<file path="config.mk">
export PLATFORM = sky130hd
export DESIGN_NAME = inert_poll_ctrl
export DESIGN_NICKNAME = d
export VERILOG_FILES = /design/src/rtl/inert_poll_ctrl.sv
export SDC_FILE = /design/constraint.sdc
export NUM_CORES = 1
export LEC_CHECK = 0
export BUFFER_PORTS_ARGS = -buffer_cell sky130_fd_sc_hd__buf_2
export CAP_MARGIN = 20
export CORE_MARGIN = 2
export CORE_UTILIZATION = 45
export CTS_BUF_LIST = sky130_fd_sc_hd__clkbuf_4 sky130_fd_sc_hd__clkbuf_8
export DETAILED_ROUTE_END_ITERATION = 16
export PLACE_DENSITY = 0.68
export SKIP_LAST_GASP = 1
export SYNTH_ARGS = -nofsm -noshare
export SYNTH_HDL_FRONTEND = slang
export SYNTH_SLANG_ARGS = --single-unit
</file>
<file path="constraint.sdc">
create_clock -name clk -period 5 [get_ports clk]
set_input_delay 0.25 -clock clk [delete_from_list [all_inputs] [get_ports clk]]
set_output_delay 0.25 -clock clk [all_outputs]
set_load 0.01 [all_outputs]
</file>
<file path="src/rtl/inert_poll_ctrl.sv">
// Yaw-rate sensor poll controller: waits after reset, writes the sensor configuration
// over a 16-bit SPI master, then reads the yaw-rate register pair on each data-ready INT.
module inert_poll_ctrl #(
  parameter logic [15:0] INIT_WAIT = 16'hFFFF
) (
  input  logic        clk,
  input  logic        rst_n,
  input  logic        INT,
  input  logic        done,
  input  logic [15:0] rd_data,
  output logic        wrt,
  output logic [15:0] cmd,
  output logic [15:0] yaw_rt,
  output logic        vld
);

  localparam int unsigned CMD_W  = 16;
  localparam int unsigned CNT_W  = 16;
  localparam int unsigned IDX_W  = 2;
  localparam int unsigned BYTE_W = 8;

  localparam logic [CMD_W-1:0] CMD_RD_YAW_L = 16'hA600;
  localparam logic [CMD_W-1:0] CMD_RD_YAW_H = 16'hA700;
  localparam logic [IDX_W-1:0] IDX_LAST     = 2'd3;

  typedef enum logic [2:0] {
    S_INIT_WAIT = 3'd0,
    S_CFG       = 3'd1,
    S_CFG_WT    = 3'd2,
    S_IDLE      = 3'd3,
    S_RD_L      = 3'd4,
    S_RD_L_WT   = 3'd5,
    S_RD_H      = 3'd6,
    S_RD_H_WT   = 3'd7
  } state_e;

  // Sensor configuration words, written in index order.
  function automatic logic [CMD_W-1:0] cfg_word(input logic [IDX_W-1:0] idx);
    case (idx)
      2'd0:    cfg_word = 16'h0D02;
      2'd1:    cfg_word = 16'h1062;
      2'd2:    cfg_word = 16'h1162;
      default: cfg_word = 16'h1460;
    endcase
  endfunction

  state_e             state_q, state_d;
  logic [CNT_W-1:0]   cnt_q, cnt_d;
  logic [IDX_W-1:0]   idx_q, idx_d;
  logic               pend_q, pend_d;
  logic [BYTE_W-1:0]  lo_q, lo_d;
  logic               wrt_q, wrt_d;
  logic [CMD_W-1:0]   cmd_q, cmd_d;
  logic [CMD_W-1:0]   yaw_q, yaw_d;
  logic               vld_q, vld_d;

  logic               int_meta_q, int_sync_q, int_sync_dly_q;
  logic               done_dly_q;
  logic               int_evt;
  logic               done_edge;
  logic               rd_hi_unused;

  // Two-flop synchroniser on INT plus a delay flop for its rising-edge detect.
  always_ff @(posedge clk) begin
    if (!rst_n) begin
      int_meta_q     <= 1'b0;
      int_sync_q     <= 1'b0;
      int_sync_dly_q <= 1'b0;
      done_dly_q     <= 1'b0;
    end else begin
      int_meta_q     <= INT;
      int_sync_q     <= int_meta_q;
      int_sync_dly_q <= int_sync_q;
      done_dly_q     <= done;
    end
  end

  assign int_evt      = int_sync_q & ~int_sync_dly_q;
  // A held-high done never counts; only a fresh rising edge completes a transfer.
  assign done_edge    = done & ~done_dly_q;
  assign rd_hi_unused = ^rd_data[CMD_W-1:BYTE_W];

  always_ff @(posedge clk) begin
    if (!rst_n) begin
      state_q <= S_INIT_WAIT;
      cnt_q   <= '0;
      idx_q   <= '0;
      pend_q  <= 1'b0;
      lo_q    <= '0;
      wrt_q   <= 1'b0;
      cmd_q   <= '0;
      yaw_q   <= '0;
      vld_q   <= 1'b0;
    end else begin
      state_q <= state_d;
      cnt_q   <= cnt_d;
      idx_q   <= idx_d;
      pend_q  <= pend_d;
      lo_q    <= lo_d;
      wrt_q   <= wrt_d;
      cmd_q   <= cmd_d;
      yaw_q   <= yaw_d;
      vld_q   <= vld_d;
    end
  end

  // Next-state and registered-output logic; cmd only changes alongside a wrt pulse.
  always_comb begin
    state_d = state_q;
    cnt_d   = cnt_q;
    idx_d   = idx_q;
    pend_d  = pend_q;
    lo_d    = lo_q;
    wrt_d   = 1'b0;
    cmd_d   = cmd_q;
    yaw_d   = yaw_q;
    vld_d   = 1'b0;

    if (int_evt && (state_q != S_IDLE)) begin
      pend_d = 1'b1;
    end

    case (state_q)
      S_INIT_WAIT: begin
        if (cnt_q == INIT_WAIT) begin
          state_d = S_CFG;
        end else begin
          cnt_d = cnt_q + CNT_W'(1);
        end
      end
      S_CFG: begin
        wrt_d   = 1'b1;
        cmd_d   = cfg_word(idx_q);
        state_d = S_CFG_WT;
      end
      S_CFG_WT: begin
        if (done_edge) begin
          if (idx_q == IDX_LAST) begin
            state_d = S_IDLE;
          end else begin
            idx_d   = idx_q + IDX_W'(1);
            state_d = S_CFG;
          end
        end
      end
      S_IDLE: begin
        // A simultaneous INT event and pending flag start a single read.
        if (int_evt || pend_q) begin
          pend_d  = 1'b0;
          state_d = S_RD_L;
        end
      end
      S_RD_L: begin
        wrt_d   = 1'b1;
        cmd_d   = CMD_RD_YAW_L;
        state_d = S_RD_L_WT;
      end
      S_RD_L_WT: begin
        if (done_edge) begin
          lo_d    = rd_data[BYTE_W-1:0];
          state_d = S_RD_H;
        end
      end
      S_RD_H: begin
        wrt_d   = 1'b1;
        cmd_d   = CMD_RD_YAW_H;
        state_d = S_RD_H_WT;
      end
      S_RD_H_WT: begin
        if (done_edge) begin
          yaw_d   = {rd_data[BYTE_W-1:0], lo_q};
          vld_d   = 1'b1;
          state_d = S_IDLE;
        end
      end
      default: begin
        state_d = S_INIT_WAIT;
      end
    endcase
  end

  assign wrt    = wrt_q;
  assign cmd    = cmd_q;
  assign yaw_rt = yaw_q;
  assign vld    = vld_q;

endmodule
</file>
# Word level (Yosys, flattened, before mapping)
# Cells that the tools add are included.
# totals
ff_bits,68
out_inout_bits,34
elab_cells,64
# classes
add_sub_neg,2
eq_ne,17
mux,14
bitwise_logic,6
n_reduce_logical,12
# ops
cell,n
case mux 16 bit (3 select lines),1
case mux 13 bit (3 select lines),1
case mux 3 bit (8 select lines),1
adder 16 x 1 -> 16 bit (second input constant),1
== test 16 bit (second input constant),1
two-way mux 3 bit,5
== test 3 bit (second input constant),4
!= test 2 bit (second input constant),5
AND reduction 2 bit,4
== test 3 x 2 -> 1 bit (second input constant),2
two-way mux 1 bit,5
AND reduction 5 bit,1
== test 2 bit (second input constant),2
inverter 1 bit,4
== test 3 x 1 -> 1 bit (second input constant),1
zero test 3 bit,1
!= test 3 x 2 -> 1 bit (second input constant),1
AND reduction 3 bit,1
nonzero test 3 bit,1
OR reduction 3 bit,1
adder 2 x 1 -> 2 bit (second input constant),1
bitwise AND 1 bit,2
== test 2 x 1 -> 1 bit (second input constant),1
zero test 2 bit,1
3 further kinds,3

# Longest topological paths before layout
# Gate-level depths: netlist of the first run.
# logic_depth
word_depth,6
ltp_mapped,7

# Worst setup path after synthesis of the first run
# No wires, ideal clock.
# synth_timing
kind,register to register
startpoint,reg state_q[2]
endpoint,reg cnt_q[10]
setup_ns,0.070
arrival_ns,1.658
required_ns,4.930
slack_ns,3.272
path_stages_with_launch,7
cell_sequence,dfxtp_1 buf_6 or3_4 or2_1 buf_6 or4_1 a21oi_1
# synth_between
elab_chain_cells,2
# synth_rtl
item,line_no,source
"start, declared",47,"state_e state_q, state_d;"
"start signal, assigned",95,state_q <= state_d;
zero test 3 bit,123,case (state_q)
AND reduction 2 bit (no line),--,
"end signal, assigned",96,cnt_q <= cnt_d;
"end, declared",48,"logic [CNT_W-1:0] cnt_q, cnt_d;"
# Every way passes these cells.
# A chain may end at the register's enable or synchronous reset.

# Worst setup path after layout of the first run
# layout_timing
startpoint,reg state_q[0]
endpoint,reg lo_q[0]
# layout_between
elab_chain_cells,2
# layout_rtl
item,line_no,source
== test 3 bit,123,
AND reduction 2 bit (no line),--,
"end signal, assigned",99,lo_q <= lo_d;
"end, declared",51,"logic [BYTE_W-1:0] lo_q, lo_d;"
# Every way passes these cells.

==> impl_metrics.env, run 1 <==
export IMPL_status="finished, final reports clean"
export IMPL_core_sq_um=5507
export IMPL_grt_pass1_vias=1876
export IMPL_routedWlPerCell_um=12.17
export IMPL_startpoint="state_q[0]"
export IMPL_h_tree_depth=3
export IMPL_drv_slew=0
export IMPL_synth_ff_type="dfxtp_1"
export IMPL_io_buffers=39
export IMPL_dieWidth_um=79.33
export IMPL_hold_buffers=0
export IMPL_synthArstFlopShare_pct=0
export IMPL_cts_buffer_depth=2
export IMPL_comb_power_share_pct=2.7
export IMPL_design_area_sq_um=2938
export IMPL_synth_edff_count=0
export IMPL_crit_arrival_ns=2.30
export IMPL_syn_cell_area_sq_um=2554
export IMPL_top_layer_used="met4"
export IMPL_fin_util_pct=53.35
export IMPL_cts_resized_gates=0
export IMPL_final_antenna_net_count=0
export IMPL_layout_commonest_cell="dfxtp_1"
export IMPL_max_slew_margin_pct=46.89
export IMPL_place_inst=392
export IMPL_ff2ff_setup_slack_ns=2.91
export IMPL_seq_power_share_pct=50.0
export IMPL_synth_top_area_cell="dfxtp_1"
export IMPL_postPlaceCellArea_sq_um=2721
export IMPL_met1_length_mm=2.352
export IMPL_drc=0
export IMPL_dr_pass1_iters=4
export IMPL_synth_seq_cells=58
export IMPL_cp_endpoint="lo_q[0]"
export IMPL_cts_num_sinks=58
export IMPL_worst_setup_path_type="flop to flop"
export IMPL_yosys_top_cells_area="dfxtp_1, nand2_1, a21oi_1"
export IMPL_viasPerCell=5.108
export IMPL_syn_area_per_cell_sq_um=8.512
export IMPL_hold_violations=0
export IMPL_fin_cells=409
export IMPL_clock_root_buffer="clkbuf_8"
export IMPL_initial_core_util_pct=46.38
export IMPL_layout_common_cells="dfxtp_1, nand2_1, buf_2, a21oi_1, nor2_1"
export IMPL_wl_met3_um=178
export IMPL_crit_required_ns=5.21
export IMPL_worst_pin_slew_ns=0.7924
export IMPL_p_int_uw=736.7
export IMPL_timing_reg2reg_worst_path_depth=4
export IMPL_post_dp_hpwl_mm=3.281
export IMPL_startpoint_type="flop"
export IMPL_setup_viol=0
export IMPL_drv_cap=0
export IMPL_fin_crit_ns=2.093
export IMPL_num_rows=27
export IMPL_grt_total_usage_pct=17.16
export IMPL_synth_top_area_share_pct=45.47
export IMPL_wl_met2_mm=2.369
export IMPL_drt_total_wl_mm=4.979
export IMPL_fin_setup_tns_ns=0
export IMPL_fin_skew_ns=0.007149
export IMPL_rsz0062_at_grt="no"
export IMPL_grt_max_degree=50
export IMPL_post_cts_buffers=0
export IMPL_first_iter_violations=86
export IMPL_ioPinCount=54
export IMPL_finalCritPeriodShare_pct=41.87
export IMPL_num_fill_cells=516
export IMPL_grt_overflow_total=0
export IMPL_ys_seq_area_share_pct=45.47
export IMPL_worstReg2RegStart="state_q[0]"
export IMPL_gp_congestion=0.7707
export IMPL_yosys_warnings=0
export IMPL_clk_latency_ns=0.34
export IMPL_cts_tree="yes"
export IMPL_worstPathMaxFanout=16
export IMPL_cts_made_buffers=9
export IMPL_worstHoldPathType="input port to flop"
export IMPL_clkTransAtPathRegs_ns=0.07
export IMPL_vias=2089
export IMPL_final_nets=357
export IMPL_syn_to_final_growth_pct=15.04
export IMPL_diodes=0
export IMPL_synthCells=300
export IMPL_dieHeight_um=79.33
export IMPL_dieArea_sq_um=6293
export IMPL_fmax_ghz=0.4777
export IMPL_worst_setup_path_end_kind="flop"
export IMPL_r2r_end="lo_q[0]"
export IMPL_place_ws_ns=2.914
export IMPL_p_leak_nw=1.112
export IMPL_finalWorstSetupSlack_ns=2.907
export IMPL_sw_frac_of_total_pct=21.29
export IMPL_layout_drive_gt1_share_pct=18.69
export IMPL_netSwitchingPower_uw=199.3
export IMPL_antenna_found_initial=0
export IMPL_power_density_nw_per_um2=318.6
export IMPL_max_vdd_ir_drop_mv=0.1436
export IMPL_p_clk_share_pct=47.3
export IMPL_grt_pass1_wl_mm=8.280
export IMPL_ys_types=47
power groups by stage:
stage / clock [mW] / sequential [mW] / combinational [mW]
after global routing: 0.477 / 0.468 / 0.0285
after global placement: 0 / 0.478 / 0.0254
after floorplan: 0 / 0.478 / 0.0198
after CTS: 0.457 / 0.468 / 0.0257
final: 0.443 / 0.468 / 0.0253
after detailed placement: 0 / 0.478 / 0.0255
per-layer routing:
| metal | vias to the layer above | GRT usage, % |
|---|---|---|
| met5 | - | 0 |
| met4 | 0 | 10.86 |
| met3 | 9 | 4.432 |
| met2 | 33 | 27.29 |
| met1 | 947 | 20.57 |
| li1 | 1100 | - |
how the worst min path moves through the flow:
stage	startpoint	end	slack [ns]	depth (start not counted)
after floorplan	done	done_dly_q	0.37	1
after global placement	int_meta_q	int_sync_q	0.42	1
after detailed placement	int_meta_q	int_sync_q	0.42	1
after CTS	INT	int_meta_q	0.11	2
after global routing	INT	int_meta_q	0.12	2
final	INT	int_meta_q	0.12	2
stage by stage:
step                      hold WS [ns]  power, mW
after floorplan                 0.3717     0.4976
after global placement          0.4156     0.5037
after detailed placement        0.4230     0.5039
after CTS                       0.1085     0.9508
after global routing            0.1198     0.9741
final                           0.1238     0.9360
registers in the layout, indices dropped and copies added, names as in the netlist:
name / cells
int_sync_dly_q: 1
done_dly_q: 1
idx_q: 2
lo_q: 8
int_sync_q: 1
cnt_q: 16
int_meta_q: 1
wrt: 1
yaw_rt: 16
state_q: 3
pend_q: 1
cmd: 6
vld: 1
synthesized netlist by cell type, drive strengths merged, types with 6 or more instances:
cell type,n
dfxtp,58
nand2,46
a21oi,32
nor2,22
buf,15
mux2i,13
clkbuf,11
inv,10
o21ai,10
or4,7
nand3,6
nor3,6
o31ai,6
cell families (layout without fill, tap and decap cells):
kind of cell,after synthesis,count (layout),synth area share (%)
compound gates,64,64,15.09
xor+xnor,2,2,0.6861
fa+ha+maj,5,5,2.450
buf+inv,36,68,7.398
flops,58,58,45.47
mux,13,13,5.095
other cells,1,6,0.1468
simple gates,121,121,23.66
layout make-up:
cell class                 instances  area (sq um)  share of cell area, %
multi-input combinational        211          1222                  41.61
sequential                        58          1161                  39.52
timing repair buffer              42         217.7                  7.411
clock buffer                      12         158.9                  5.409
tap                               72         90.09                  3.066
clock inverter                     4         50.05                  1.704
inverter                          10         37.54                  1.278
worst max-delay path: stages (launching register included):
cell,delay (ns)
dfxtp_1,0.68
inv_1,0.25
nor3_2,0.70
mux2i_1,0.28
nor2_1,0.05
Note: power is estimated with default switching activity, not from simulation.
==> run 2, diff against run 1 <==
--- a/config.mk
+++ b/config.mk
@@ -11,7 +11,7 @@
 export CORE_UTILIZATION = 45
 export CTS_BUF_LIST = sky130_fd_sc_hd__clkbuf_4 sky130_fd_sc_hd__clkbuf_8
 export DETAILED_ROUTE_END_ITERATION = 16
-export PLACE_DENSITY = 0.68
+export PLACE_DENSITY = 0.7
 export SKIP_LAST_GASP = 1
 export SYNTH_ARGS = -nofsm -noshare
 export SYNTH_HDL_FRONTEND = slang
==> constraint.sdc (replaced) <==
create_clock -name clk -period 1.8 [get_ports clk]
set_input_delay 0.09 -clock clk [delete_from_list [all_inputs] [get_ports clk]]
set_output_delay 0.09 -clock clk [all_outputs]
set_load 0.01 [all_outputs]
==> impl_metrics.env, run 2 (synthesized netlist as in run 1, its figures left out) <==
export IMPL_status="finished, final reports clean"
export IMPL_fin_crit_ns=1.713
export IMPL_r2r_end="cnt_q[13]"
export IMPL_fin_cells=433
export IMPL_final_antenna_net_count=0
export IMPL_setup_viol=0
export IMPL_ff2ff_setup_slack_ns=0.09
export IMPL_initial_core_util_pct=46.38
export IMPL_critPathBufInv=0
export IMPL_worstHoldPathType="input port to flop"
export IMPL_hold_path_startpoint="rd_data[2]"
export IMPL_hold_violations=0
export IMPL_antenna_found_initial=0
export IMPL_dieHeight_um=79.33
export IMPL_grt_overflow_total=0
export IMPL_layout_commonest_cell="dfxtp_1"
export IMPL_cts_tree="yes"
export IMPL_holdPathEnd="lo_q[2]"
export IMPL_grt_max_degree=27
export IMPL_crit_slowest_cell="or4_1"
export IMPL_clk_latency_ns=0.34
export IMPL_drv_cap=0
export IMPL_cts_num_sinks=58
export IMPL_num_rows=27
export IMPL_drv_slew=0
export IMPL_fmax_ghz=0.5837
export IMPL_worstPathMaxFanout=5
export IMPL_worst_setup_path_type="flop to flop"
export IMPL_worstReg2RegStart="cnt_q[6]"
export IMPL_hold_path_depth=3
export IMPL_place_ws_ns=0.07091
export IMPL_cts_made_buffers=9
export IMPL_drt_total_wl_mm=5.283
export IMPL_grt_total_usage_pct=17.99
export IMPL_grt_pass1_wl_mm=8.859
export IMPL_drc=0
export IMPL_worst_setup_path_end_kind="flop"
export IMPL_place_inst=407
export IMPL_cts_buffer_depth=2
export IMPL_rsz0062_at_grt="yes"
export IMPL_finalCritPeriodShare_pct=95.18
export IMPL_crit_chain="nand4_1 -> or3_4 -> or4_1 -> a21oi_1"
export IMPL_max_vdd_ir_drop_mv=0.4880
export IMPL_clkTransAtPathRegs_ns=0.07
export IMPL_layout_drive_gt1_share_pct=22.44
export IMPL_dr_pass1_iters=4
export IMPL_cp_slowest_stage_delay_ns=0.50
export IMPL_syn_to_final_growth_pct=24.45
export IMPL_fin_skew_ns=0.009689
export IMPL_startpoint_type="flop"
export IMPL_dieWidth_um=79.33
export IMPL_post_dp_hpwl_mm=3.506
export IMPL_timing_reg2reg_worst_path_depth=4
export IMPL_startpoint="cnt_q[6]"
export IMPL_power_density_nw_per_um2=872.8
export IMPL_clock_root_buffer="clkbuf_8"
export IMPL_crit_required_ns=2.07
export IMPL_first_iter_violations=116
export IMPL_core_sq_um=5507
export IMPL_dieArea_sq_um=6293
export IMPL_layout_common_cells="dfxtp_1, nand2_1, buf_2, a21oi_1, nor2_1"
export IMPL_gp_congestion=0.7516
export IMPL_diodes=0
export IMPL_crit_family="simple AND/OR/NAND/NOR gates"
export IMPL_io_buffers=39
export IMPL_vias=2219
export IMPL_viasPerCell=5.125
export IMPL_p_leak_nw=1.247
export IMPL_final_nets=381
export IMPL_h_tree_depth=3
export IMPL_grt_pass1_vias=2048
export IMPL_crit_arrival_ns=1.98
export IMPL_routedWlPerCell_um=12.20
export IMPL_ioPinCount=54
export IMPL_finalWorstSetupSlack_ns=0.08672
run 2: changes by cell type in the layout (fill, tap and decap cells not counted), sizes merged:
cell,before,now
clkinv,1,2
dlygate4sd3,0,9
buf,42,57
bufinv,1,2
clkinvlp,2,0
run 2: area by class of cell:
type / count / area, sq um
Clock buffer: 12 / 158.9
Sequential cell: 58 / 1161
Clock inverter: 4 / 73.82
Timing Repair Buffer: 66 / 420.4
Inverter: 10 / 37.54
Tap cell: 72 / 90.09
Multi-Input combinational cell: 211 / 1236
Fill cell: 508 / 2328
run 2: worst max-delay path by stage:
stage / end / slack (ns) / depth (start not counted)
after global placement: cnt_q[10] / 0.13 / 4
after CTS: cnt_q[6] / 0.07 / 4
after floorplan: cnt_q[10] / 0.07 / 6
final: cnt_q[13] / 0.09 / 4
after detailed placement: cnt_q[13] / 0.07 / 4
after global routing: cnt_q[13] / -0.03 / 4
run 2: worst register-to-register path, stage by stage, from the launching register on:
cell and delay (ns):
dfxtp_1 0.37, nand4_1 0.21, or3_4 0.42, or4_1 0.50, a21oi_1 0.15
run 2: where the power goes:
part	total [mW]	internal [mW]	switching, mW
registers	1.30	1.29	0.00574
logic	0.0877	0.0403	0.0473
clock network	1.39	0.871	0.515
total	2.77	2.21	0.569
run 2: stage by stage:
step | TNS (ns) | hold WS, ns | util [%] | cell area, sq um | power, mW
finish | 0 | 0.01437 | 57.71 | 3178 | 2.774
global route | -0.03116 | 0.01429 | 57.71 | 3178 | 2.865
CTS | 0 | 0.001497 | 57.33 | 3157 | 2.803
detailed placement | 0 | 0.3037 | 51.47 | 2834 | 1.402
global placement | 0 | 0.3046 | 51.47 | 2834 | 1.401
floorplan | 0 | 0.2117 | - | 2572 | 1.382
run 2: repair_timing:
| action | in CTS | in global routing |
|---|---|---|
| buffers inserted | 0 | 1 |
| hold buffers | 9 | 0 |
| gates resized for setup | 0 | 4 |
| setup endpoints to repair | 0 | 4 |
| hold endpoints to repair | 9 | 0 |
run 2: layer usage:
metal  up-vias  wire (um)  GRT usage (%)
li1       1146          -              -
met1      1026       2353          21.68
met2        40       2655          29.83
met3         7        205          4.205
met4         0         68          9.310
met5         -          0              0
